$ cat src/rtl/fifo_route_rx.sv
// Receive-side demultiplexer: splits one header/payload byte stream back into two
// client FIFOs, keeping each packet unbroken and stalling through a 1-entry hold.
module fifo_route_rx #(
    parameter int              DWIDTH  = 8,
    parameter logic [DWIDTH-1:0] SELMASK = 8'h80,
    parameter logic [DWIDTH-1:0] CNTMASK = 8'h70
) (
    input  logic              CLK,
    input  logic              RESET,
    input  logic              fifo_rdempty,
    output logic              fifo_rden,
    input  logic [DWIDTH-1:0] fifo_rddata,
    input  logic              c1_wrfull,
    output logic              c1_wren,
    output logic [DWIDTH-1:0] c1_wrdata,
    input  logic              c2_wrfull,
    output logic              c2_wren,
    output logic [DWIDTH-1:0] c2_wrdata,
    output logic              cnt_err,
    output logic              busy
);

    function automatic int lsb_of(input logic [DWIDTH-1:0] m);
        int r;
        r = 0;
        for (int i = DWIDTH - 1; i >= 0; i--) begin
            if (m[i]) r = i;
        end
        return r;
    endfunction

    localparam int CNT_LSB = lsb_of(CNTMASK);

    typedef enum logic {S_HDR = 1'b0, S_PAY = 1'b1} state_t;

    state_t            state_q;
    logic [3:0]        dcnt_q;
    logic              dest_c1_q;
    logic              rd_pend_q;
    logic              hold_vld_q;
    logic              hold_c1_q;
    logic [DWIDTH-1:0] hold_data_q;
    logic              cnt_err_q;
    // Keeps the read strobe low until the first edge after reset release.
    logic              run_q;

    logic [2:0] code;
    logic [3:0] code_cnt;
    logic       hdr_c1;
    logic       tgt_c1;
    logic       tgt_full;
    logic       arr_wr;
    logic       hold_dst_full;
    logic       drain;

    assign code   = fifo_rddata[CNT_LSB +: 3];
    assign hdr_c1 = (fifo_rddata & SELMASK) == SELMASK;

    always_comb begin
        code_cnt = 4'd0;
        case (code)
            3'd1:    code_cnt = 4'd1;
            3'd2:    code_cnt = 4'd2;
            3'd3:    code_cnt = 4'd4;
            3'd4:    code_cnt = 4'd8;
            default: code_cnt = 4'd0;
        endcase
    end

    // Headers pick their own destination; payload follows the latched one.
    assign tgt_c1        = (state_q == S_HDR) ? hdr_c1 : dest_c1_q;
    assign tgt_full      = tgt_c1 ? c1_wrfull : c2_wrfull;
    assign arr_wr        = rd_pend_q & ~tgt_full;
    assign hold_dst_full = hold_c1_q ? c1_wrfull : c2_wrfull;
    assign drain         = hold_vld_q & ~hold_dst_full;

    // A held byte means no read was issued, so arrival and drain never coincide.
    assign fifo_rden = run_q & ~fifo_rdempty & ~hold_vld_q & ~(rd_pend_q & tgt_full);
    assign busy      = (state_q == S_PAY) | rd_pend_q | hold_vld_q;
    assign cnt_err   = cnt_err_q;

    always_comb begin
        c1_wren   = 1'b0;
        c1_wrdata = '0;
        c2_wren   = 1'b0;
        c2_wrdata = '0;
        if (arr_wr) begin
            if (tgt_c1) begin
                c1_wren   = 1'b1;
                c1_wrdata = fifo_rddata;
            end else begin
                c2_wren   = 1'b1;
                c2_wrdata = fifo_rddata;
            end
        end else if (drain) begin
            if (hold_c1_q) begin
                c1_wren   = 1'b1;
                c1_wrdata = hold_data_q;
            end else begin
                c2_wren   = 1'b1;
                c2_wrdata = hold_data_q;
            end
        end
    end

    always_ff @(posedge CLK or posedge RESET) begin
        if (RESET) begin
            state_q     <= S_HDR;
            dcnt_q      <= 4'd0;
            dest_c1_q   <= 1'b0;
            rd_pend_q   <= 1'b0;
            hold_vld_q  <= 1'b0;
            hold_c1_q   <= 1'b0;
            hold_data_q <= '0;
            cnt_err_q   <= 1'b0;
            run_q       <= 1'b0;
        end else begin
            run_q     <= 1'b1;
            rd_pend_q <= fifo_rden;
            cnt_err_q <= 1'b0;
            if (drain) hold_vld_q <= 1'b0;
            if (rd_pend_q) begin
                if (tgt_full) begin
                    hold_vld_q  <= 1'b1;
                    hold_c1_q   <= tgt_c1;
                    hold_data_q <= fifo_rddata;
                end
                case (state_q)
                    S_HDR: begin
                        cnt_err_q <= (code >= 3'd5);
                        dest_c1_q <= hdr_c1;
                        if (code_cnt != 4'd0) begin
                            dcnt_q  <= code_cnt;
                            state_q <= S_PAY;
                        end
                    end
                    S_PAY: begin
                        dcnt_q <= dcnt_q - 4'd1;
                        if (dcnt_q == 4'd1) state_q <= S_HDR;
                    end
                    default: state_q <= S_HDR;
                endcase
            end
        end
    end

endmodule
$ cat config.mk
export PLATFORM = sky130hd
export DESIGN_NAME = fifo_route_rx
export DESIGN_NICKNAME = d
export VERILOG_FILES = /design/src/rtl/fifo_route_rx.sv
export SDC_FILE = /design/constraint.sdc
export NUM_CORES = 1
export LEC_CHECK = 0
export CAP_MARGIN = 20
export CORE_UTILIZATION = 35
export CTS_CLUSTER_DIAMETER = 40
export DETAILED_ROUTE_END_ITERATION = 8
export PLACE_DENSITY = 0.71
export SKIP_LAST_GASP = 1
export SYNTH_ARGS = -nofsm -noshare
export SYNTH_HDL_FRONTEND = slang
export SYNTH_SLANG_ARGS = --single-unit
$ cat constraint.sdc
create_clock -name CLK -period 3.3 [get_ports CLK]
set_input_delay 0.66 -clock CLK [delete_from_list [all_inputs] [get_ports CLK]]
set_output_delay 0.66 -clock CLK [all_outputs]
set_load 0.01 [all_outputs]
==> results of run 1 <==
flip-flops by register name, indices dropped and copies added, names as in the netlist:
| name | count |
|---|---|
| cnt_err | 1 |
| dcnt_q | 4 |
| dest_c1_q | 1 |
| hold_c1_q | 1 |
| hold_data_q | 8 |
| hold_vld_q | 1 |
| rd_pend_q | 1 |
| run_q | 1 |
| state_q | 1 |
through the flow:
stage | cells | cell area [um2] | hold WS [ps] | setup WS (ps) | utilization
floorplan | 131 | 1260 | 490 | 991 | -
global placement | 215 | 1720 | 507 | 110 | 0.506
detailed placement | 215 | 1720 | 514 | 101 | 0.506
CTS | 219 | 1740 | 541 | 87.7 | 0.514
global route | 219 | 1750 | 570 | 18.6 | 0.517
finish | 219 | 1750 | 539 | 121 | 0.517
what timing repair did:
item                       in CTS  in global routing
buffers inserted                0                  0
resized for setup               0                  1
setup endpoints to repair       0                  3
worst min-delay path by stage:
stage	startpoint	end	slack, ps	cells past startpoint
2_1_floorplan	hold_data_q[0]$_DFFE_PP0P_	hold_data_q[0]$_DFFE_PP0P_	490	1
3_3_place_gp	hold_data_q[5]$_DFFE_PP0P_	hold_data_q[5]$_DFFE_PP0P_	510	1
3_5_place_dp	hold_data_q[6]$_DFFE_PP0P_	hold_data_q[6]$_DFFE_PP0P_	510	1
4_1_cts	hold_data_q[6]$_DFFE_PP0P_	hold_data_q[6]$_DFFE_PP0P_	540	1
5_1_grt	run_q$_DFF_PP0_	rd_pend_q$_DFF_PP0_	570	1
6_report	hold_data_q[6]$_DFFE_PP0P_	hold_data_q[6]$_DFFE_PP0P_	540	1
kinds of logic after synthesis:
family,after synthesis
compound gates,52
other cells,1
fa+ha+maj,2
simple gates,30
buf+inv,14
mux,13
flops,19
synth_stat cells, types with 2 or more instances:
cell type	count	area, um2
o2bb2ai_1	16	140
o21ai_0	22	110
nand2_1	6	22.5
nor2_1	7	26.3
nor3b_1	3	22.5
or3_1	2	12.5
dfrtp_1	19	475
inv_1	5	18.8
ha_1	2	25.0
mux2_2	10	113
nand2b_1	5	31.3
a21oi_1	4	20.0
nor4b_1	2	17.5
clkbuf_1	8	30.0
power by group through the flow:
stage | sequential (mW) | clock (mW) | combinational [mW]
4_1_cts | 0.429 | 0.122 | 0.565
6_report | 0.435 | 0.115 | 0.568
5_1_grt | 0.453 | 0.131 | 0.627
2_1_floorplan | 0.402 | 0 | 0.364
3_3_place_gp | 0.426 | 0 | 0.537
3_5_place_dp | 0.435 | 0 | 0.562
metal layers:
| layer | routed length (um) | part of all wire | vias to the layer above | track usage |
|---|---|---|---|---|
| li1 | - | - | 583 | - |
| met1 | 1420 | 0.45 | 616 | 0.226 |
| met2 | 1610 | 0.51 | 25 | 0.312 |
| met3 | 97 | 0.031 | 6 | 0.0269 |
| met4 | 53 | 0.017 | 0 | 0.0476 |
| met5 | 0 | 0 | - | 0 |
layout make-up:
type                       instances  area, um2
fill                             303       1640
multi-input combinational         98        738
sequential                        19        475
timing repair buffer              47        435
tap                               46       57.6
clock buffer                       4       26.3
inverter                           5       18.8
==> flow_summary_export.csv, run 1 <==
group,metric,value,unit
worst_setup_path,timing.rr.end,"dcnt_q[1]$_DFFE_PP0P_",
logic_synthesis,synth.avg_cell_area,9.60,um2
worst_setup_path,critical_path_class,"input port to output pin",
logic_synthesis,seq_area_frac_synth,0.378,
logic_synthesis,synthAdderAreaFrac,0.0199,
sta,relSlewSlack,0.516,
worst_setup_path,cp.depth,7,
sta,fmaxAchievable,315,MHz
floorplanning,die_w,61.9,um
floorplanning,ios,34,
pwr,cellInternalPower,677,uW
worst_setup_path,cp-endpoint,"c1_wrdata[4]",
cells_and_area,fin_nets,189,
clock_tree,clockBufferDepth,2,
logic_synthesis,syn_area,1260,um2
worst_setup_path,crit_buf_inv,4,
clock_tree,root_buffer,"clkbuf_4",
sta,hold_viol_final,0,
placement,numPortBuffers,33,
route,wl,3.18,mm
worst_setup_path,path_cells,"clkdlybuf4s50_1 -> mux2i_4 -> buf_4 -> nor2_1 -> buf_4 -> o2bb2ai_1 -> clkdlybuf4s50_1",
global_route,grt_pass1_wl,5.13,mm
clock_tree,cts_sinks,19,
sta,fin_worst_skew,10.1,ps
route,dr.pass1.iters,4,
logic_synthesis,synth_compound_area_frac,0.291,
sta,period_share,0.963,
hold_path,hold_class,"flip-flop to flip-flop",
logic_synthesis,synth_edf_count,0,
logic_synthesis,muxShareOfSynthArea,0.127,
worst_setup_path,cpMaxStageDelayCell,"clkdlybuf4s50_1",
pwr,pwr-share-seq,0.389,
worst_setup_path,regToRegStartpoint,"state_q$_DFFE_PP0P_",
route,ant_nets,0,
cells_and_area,layout_common_cells,"clkdlybuf4s50_1, o21ai_0, dfrtp_1",
route,drtIter0Drc,44,
pwr,switching_share,0.394,
logic_synthesis,synth_cell_type_count,34,
cells_and_area,area_delta_synth_final,39.3,%
worst_setup_path,cp_top_family,"buffers and inverters",
sta,setup_viol,0,
clock_tree,hold_buffers,0,
logic_synthesis,synth_top_family_by_area,"compound AO/OA/AOI/OAI gates",
placement,hpwlAfterDp,2.48,mm
floorplanning,rows,21,
global_route,antenna_found_initial,0,
logic_synthesis,synthArstFlopShare,1.00,
worst_setup_path,start_kind,"input port",
pwr,powerDensity,638,nW/um2
clock_tree,cts.clk_slew.worst_paths,110,ps
logic_synthesis,yosysWarnings,0,
worst_setup_path,reg2reg_slack,1450,ps
global_route,grt_max_degree,20,
worst_setup_path,cp_slowest_stage_delay,560,ps
job,maxCapViolCount,0,
pwr,p_comb_frac,0.508,
logic_synthesis,syn_nets,146,
clock_tree,numCtsBuffers,3,
sta,fin_crit,3180,ps
pwr,pwr-share-clk,0.103,
floorplanning,die_y,61.9,um
floorplanning,start_util,0.371,
worst_setup_path,crit_arrival,2520,ps
clock_tree,h-tree-depth,1,
logic_synthesis,synth-seq-cells,19,
cells_and_area,drive_gt1_frac,0.191,
cells_and_area,final_common_cell,"clkdlybuf4s50_1",
worst_setup_path,critical_path.startpoint,"fifo_rddata[7]",
worst_setup_path,cp-end-kind,"output pin",
pwr,p_sw,441,uW
worst_setup_path,r2r_cells,4,
worst_setup_path,worst-path-max-fanout,10,
logic_synthesis,synth_xor_area_frac,0,
clock_tree,cts_tree,"yes",
pwr,p_leak,0.668,nW
global_route,grt_pass1_vias,1178,
route,route.detailed.drc,0,
global_route,overflow,0,
worst_setup_path,crit_required,2640,ps
sta,tns,0,ps
pwr,finalPower,1.12,mW
route,via_per_inst,5.62,
cells_and_area,diodes,0,
route,vias,1230,
placement,finalWeightedCongestion,0.824,
logic_synthesis,yosys.area_share.simple,0.139,
sta,drv_slew,0,
pwr,ir_drop,221,uV
logic_synthesis,syn_inst,131,
logic_synthesis,synthFlopType,"dfrtp_1",
floorplanning,die_area,3840,um2
global_route,track_usage,0.178,
route,wl_per_cell,14.5,um
floorplanning,core,3390,um2
sta,worst_pin_slew,726,ps
sta,rsz0062_at_grt,"false",
run_status,status,"completed",
clock_tree,clk_latency,290,ps
(Power assumes the default switching activity.)
==> inputs of run 2 (changes only) <==
Settings changed: CAP_MARGIN 20 to unset.
==> results of run 2 <==
Same layout as run 1: the final DEF is identical, and so are final timing and power.
==> inputs of run 3 (changes only) <==
Settings changed: ABC_AREA set to 1, PLACE_DENSITY 0.71 to 0.69.
Clock period 3.3 ns to 3.4 ns, I/O delays scaled along.
==> run 3 against run 2 <==
Against the previous run: clock power rose by 38%; worst hold slack got worse by 38 ps; count of clock-buffer cells in the layout did not move; area after synthesis rose by 17%; critical path type unchanged; critical endpoint is now c1_wren; largest power group unchanged; highest routed layer unchanged.
==> flow_summary_export.csv, run 3 <==
group,metric,value,unit
logic_synthesis,yosysTopAreaCell,"dfrtp_1",
placement,preCtsSetupSlack,297,ps
route,drtIter0Drc,55,
cells_and_area,final_common_cell,"nand2_1",
logic_synthesis,syn_area,1470,um2
job,maxCapViolCount,0,
cells_and_area,fill_cells,433,
hold_path,hold_class,"flip-flop to flip-flop",
sta,worst_pin_slew,742,ps
worst_setup_path,start_kind,"input port",
floorplanning,ios,34,
global_route,overflow,0,
sta,finalWorstSetupSlack,294,ps
logic_synthesis,synthTopCellsByCount,"nand2_1, nor2_1, dfrtp_1, nand3_1, nand4_1",
clock_tree,hold_buffers,0,
clock_tree,clockBufferDepth,2,
worst_setup_path,crit_arrival,2430,ps
global_route,track_usage,0.178,
cells_and_area,area_delta_synth_final,26.9,%
clock_tree,numCtsBuffers,3,
logic_synthesis,synthArstFlopShare,1.00,
cells_and_area,drive_gt1_frac,0.0775,
cells_and_area,largest_reg_flops,8,
worst_setup_path,worst-path-max-fanout,11,
logic_synthesis,seq_area_frac_synth,0.324,
clock_tree,cts_setup_buffers,0,
sta,hold_viol_final,0,
logic_synthesis,syn_nets,243,
clock_tree,h-tree-depth,1,
run_status,status,"completed",
global_route,grt_max_degree,29,
logic_synthesis,yosysWarnings,0,
worst_setup_path,cp-end-kind,"output pin",
pwr,p_leak,0.927,nW
clock_tree,clk_latency,260,ps
sta,period_share,0.914,
sta,drv_slew,0,
cells_and_area,fin_nets,274,
floorplanning,die_w,66.8,um
sta,tns,0,ps
floorplanning,rows,23,
floorplanning,die_y,66.8,um
clock_tree,cts_sinks,19,
cells_and_area,diodes,0,
global_route,antenna_found_initial,0,
route,wl_per_cell,11.2,um
route,dr.pass1.iters,4,
logic_synthesis,synth_top_area_share,0.324,
clock_tree,cts.clk_slew.worst_paths,70,ps
route,ant_nets,0,
placement,hpwlAfterDp,2.52,mm
clock_tree,root_buffer,"clkbuf_8",
hold_path,min_from,"hold_data_q[1]$_DFFE_PP0P_",
route,vias,1472,
placement,numPortBuffers,33,
logic_synthesis,synth-seq-cells,19,
floorplanning,core,4000,um2
clock_tree,cts_tree,"yes",
worst_setup_path,cpMaxStageDelayCell,"clkdlybuf4s50_1",
logic_synthesis,syn_inst,228,
cells_and_area,largest_registers,"hold_data_q (8), dcnt_q (4)",
logic_synthesis,synth_edf_count,0,
route,via_per_inst,4.78,
logic_synthesis,synth_cell_type_count,25,
route,route.detailed.drc,0,
sta,fin_crit,3110,ps
worst_setup_path,cp_slowest_stage_delay,570,ps
pwr,powerDensity,621,nW/um2
sta,setup_viol,0,
sta,rsz0062_at_grt,"false",
sta,holdWs,501,ps
sta,relSlewSlack,0.505,
logic_synthesis,synth.avg_cell_area,6.44,um2
worst_setup_path,critical_path.startpoint,"c1_wrfull",
clock_tree,post_cts_resized,0,
pwr,ir_drop,224,uV
cells_and_area,layout_common_cells,"nand2_1, clkdlybuf4s50_1, nor2_1",
worst_setup_path,cpMostUsedCell,"clkdlybuf4s50_1",
logic_synthesis,synth.area.top_cells,"dfrtp_1, nand2_1, nand4_1",
worst_setup_path,path_cells,"clkdlybuf4s50_1 -> inv_1 -> nand3_1 -> o21ai_0 -> clkdlybuf4s50_1",
cells_and_area,top_register,"hold_data_q",
logic_synthesis,yosysMostFrequentCell,"nand2_1",
global_route,grt_pass1_wl,6.01,mm
worst_setup_path,regToRegStartpoint,"state_q$_DFFE_PP0P_",
sta,fin_worst_skew,2.74,ps
logic_synthesis,synthFlopType,"dfrtp_1",
worst_setup_path,critical_path_class,"input port to output pin",
route,wl,3.46,mm
floorplanning,start_util,0.367,
placement,finalWeightedCongestion,0.806,
global_route,grt_pass1_vias,1419,
sta,fmaxAchievable,322,MHz
floorplanning,die_area,4460,um2
worst_setup_path,crit_required,2720,ps
run 3: final cells by class:
class | count | area (um2) | share of cell area
multi-input combinational | 183 | 863 | 0.464
timing repair buffer | 36 | 353 | 0.190
tap | 50 | 62.6 | 0.0336
clock buffer | 4 | 45.0 | 0.0242
inverter | 16 | 62.6 | 0.0336
sequential | 19 | 475 | 0.255
run 3: power breakdown:
part	total [mW]	switching, mW	internal, mW
logic	0.594	0.355	0.238
clock network	0.159	0.0759	0.0834
registers	0.402	0.0874	0.315
run 3: worst paths after layout:
check	end	slack, ps	depth (start not counted)
hold reg to reg	hold_data_q[1]$_DFFE_PP0P_	500	2
max in group asynchronous	hold_data_q[6]$_DFFE_PP0P_	2090	2
setup / recovery	c1_wren	290	5
hold / removal	hold_data_q[1]$_DFFE_PP0P_	500	2
min in group asynchronous	dcnt_q[3]$_DFFE_PP0P_	840	2
setup reg to reg	hold_data_q[6]$_DFFE_PP0P_	1840	8
run 3: cells by family (layout without fill, tap and decap cells):
kind of cell    after synthesis  count (layout)  synth area share
simple gates                177             177             0.557
buf+inv                      26              56            0.0878
flops                        19              19             0.324
compound gates                3               3            0.0119
fa+ha+maj                     2               2            0.0170
other cells                   1               1           0.00256
run 3: layer usage:
layer  global-route usage  part of all wire  up-vias
met5                    0                 0        -
met4               0.0824             0.017        0
met3               0.0171             0.046        5
met2                0.308              0.48       38
met1                0.218              0.46      642
li1                     -                 -      787
run 3: worst max-delay path, delay by kind of cell:
family                 cells  cell delay [ps]
buffers and inverters      3             1410
and+or+nand+nor            1              120
AOI/OAI and AO/OA          1              210
run 3: per-stage QoR:
stage,power [mW],util,cell area (um2),std cells
after floorplan,0.834,-,1470,228
after global placement,0.998,0.454,1820,304
after detailed placement,1.00,0.454,1820,304
after CTS,1.17,0.465,1860,308
after global routing,1.28,0.465,1860,308
final,1.16,0.465,1860,308
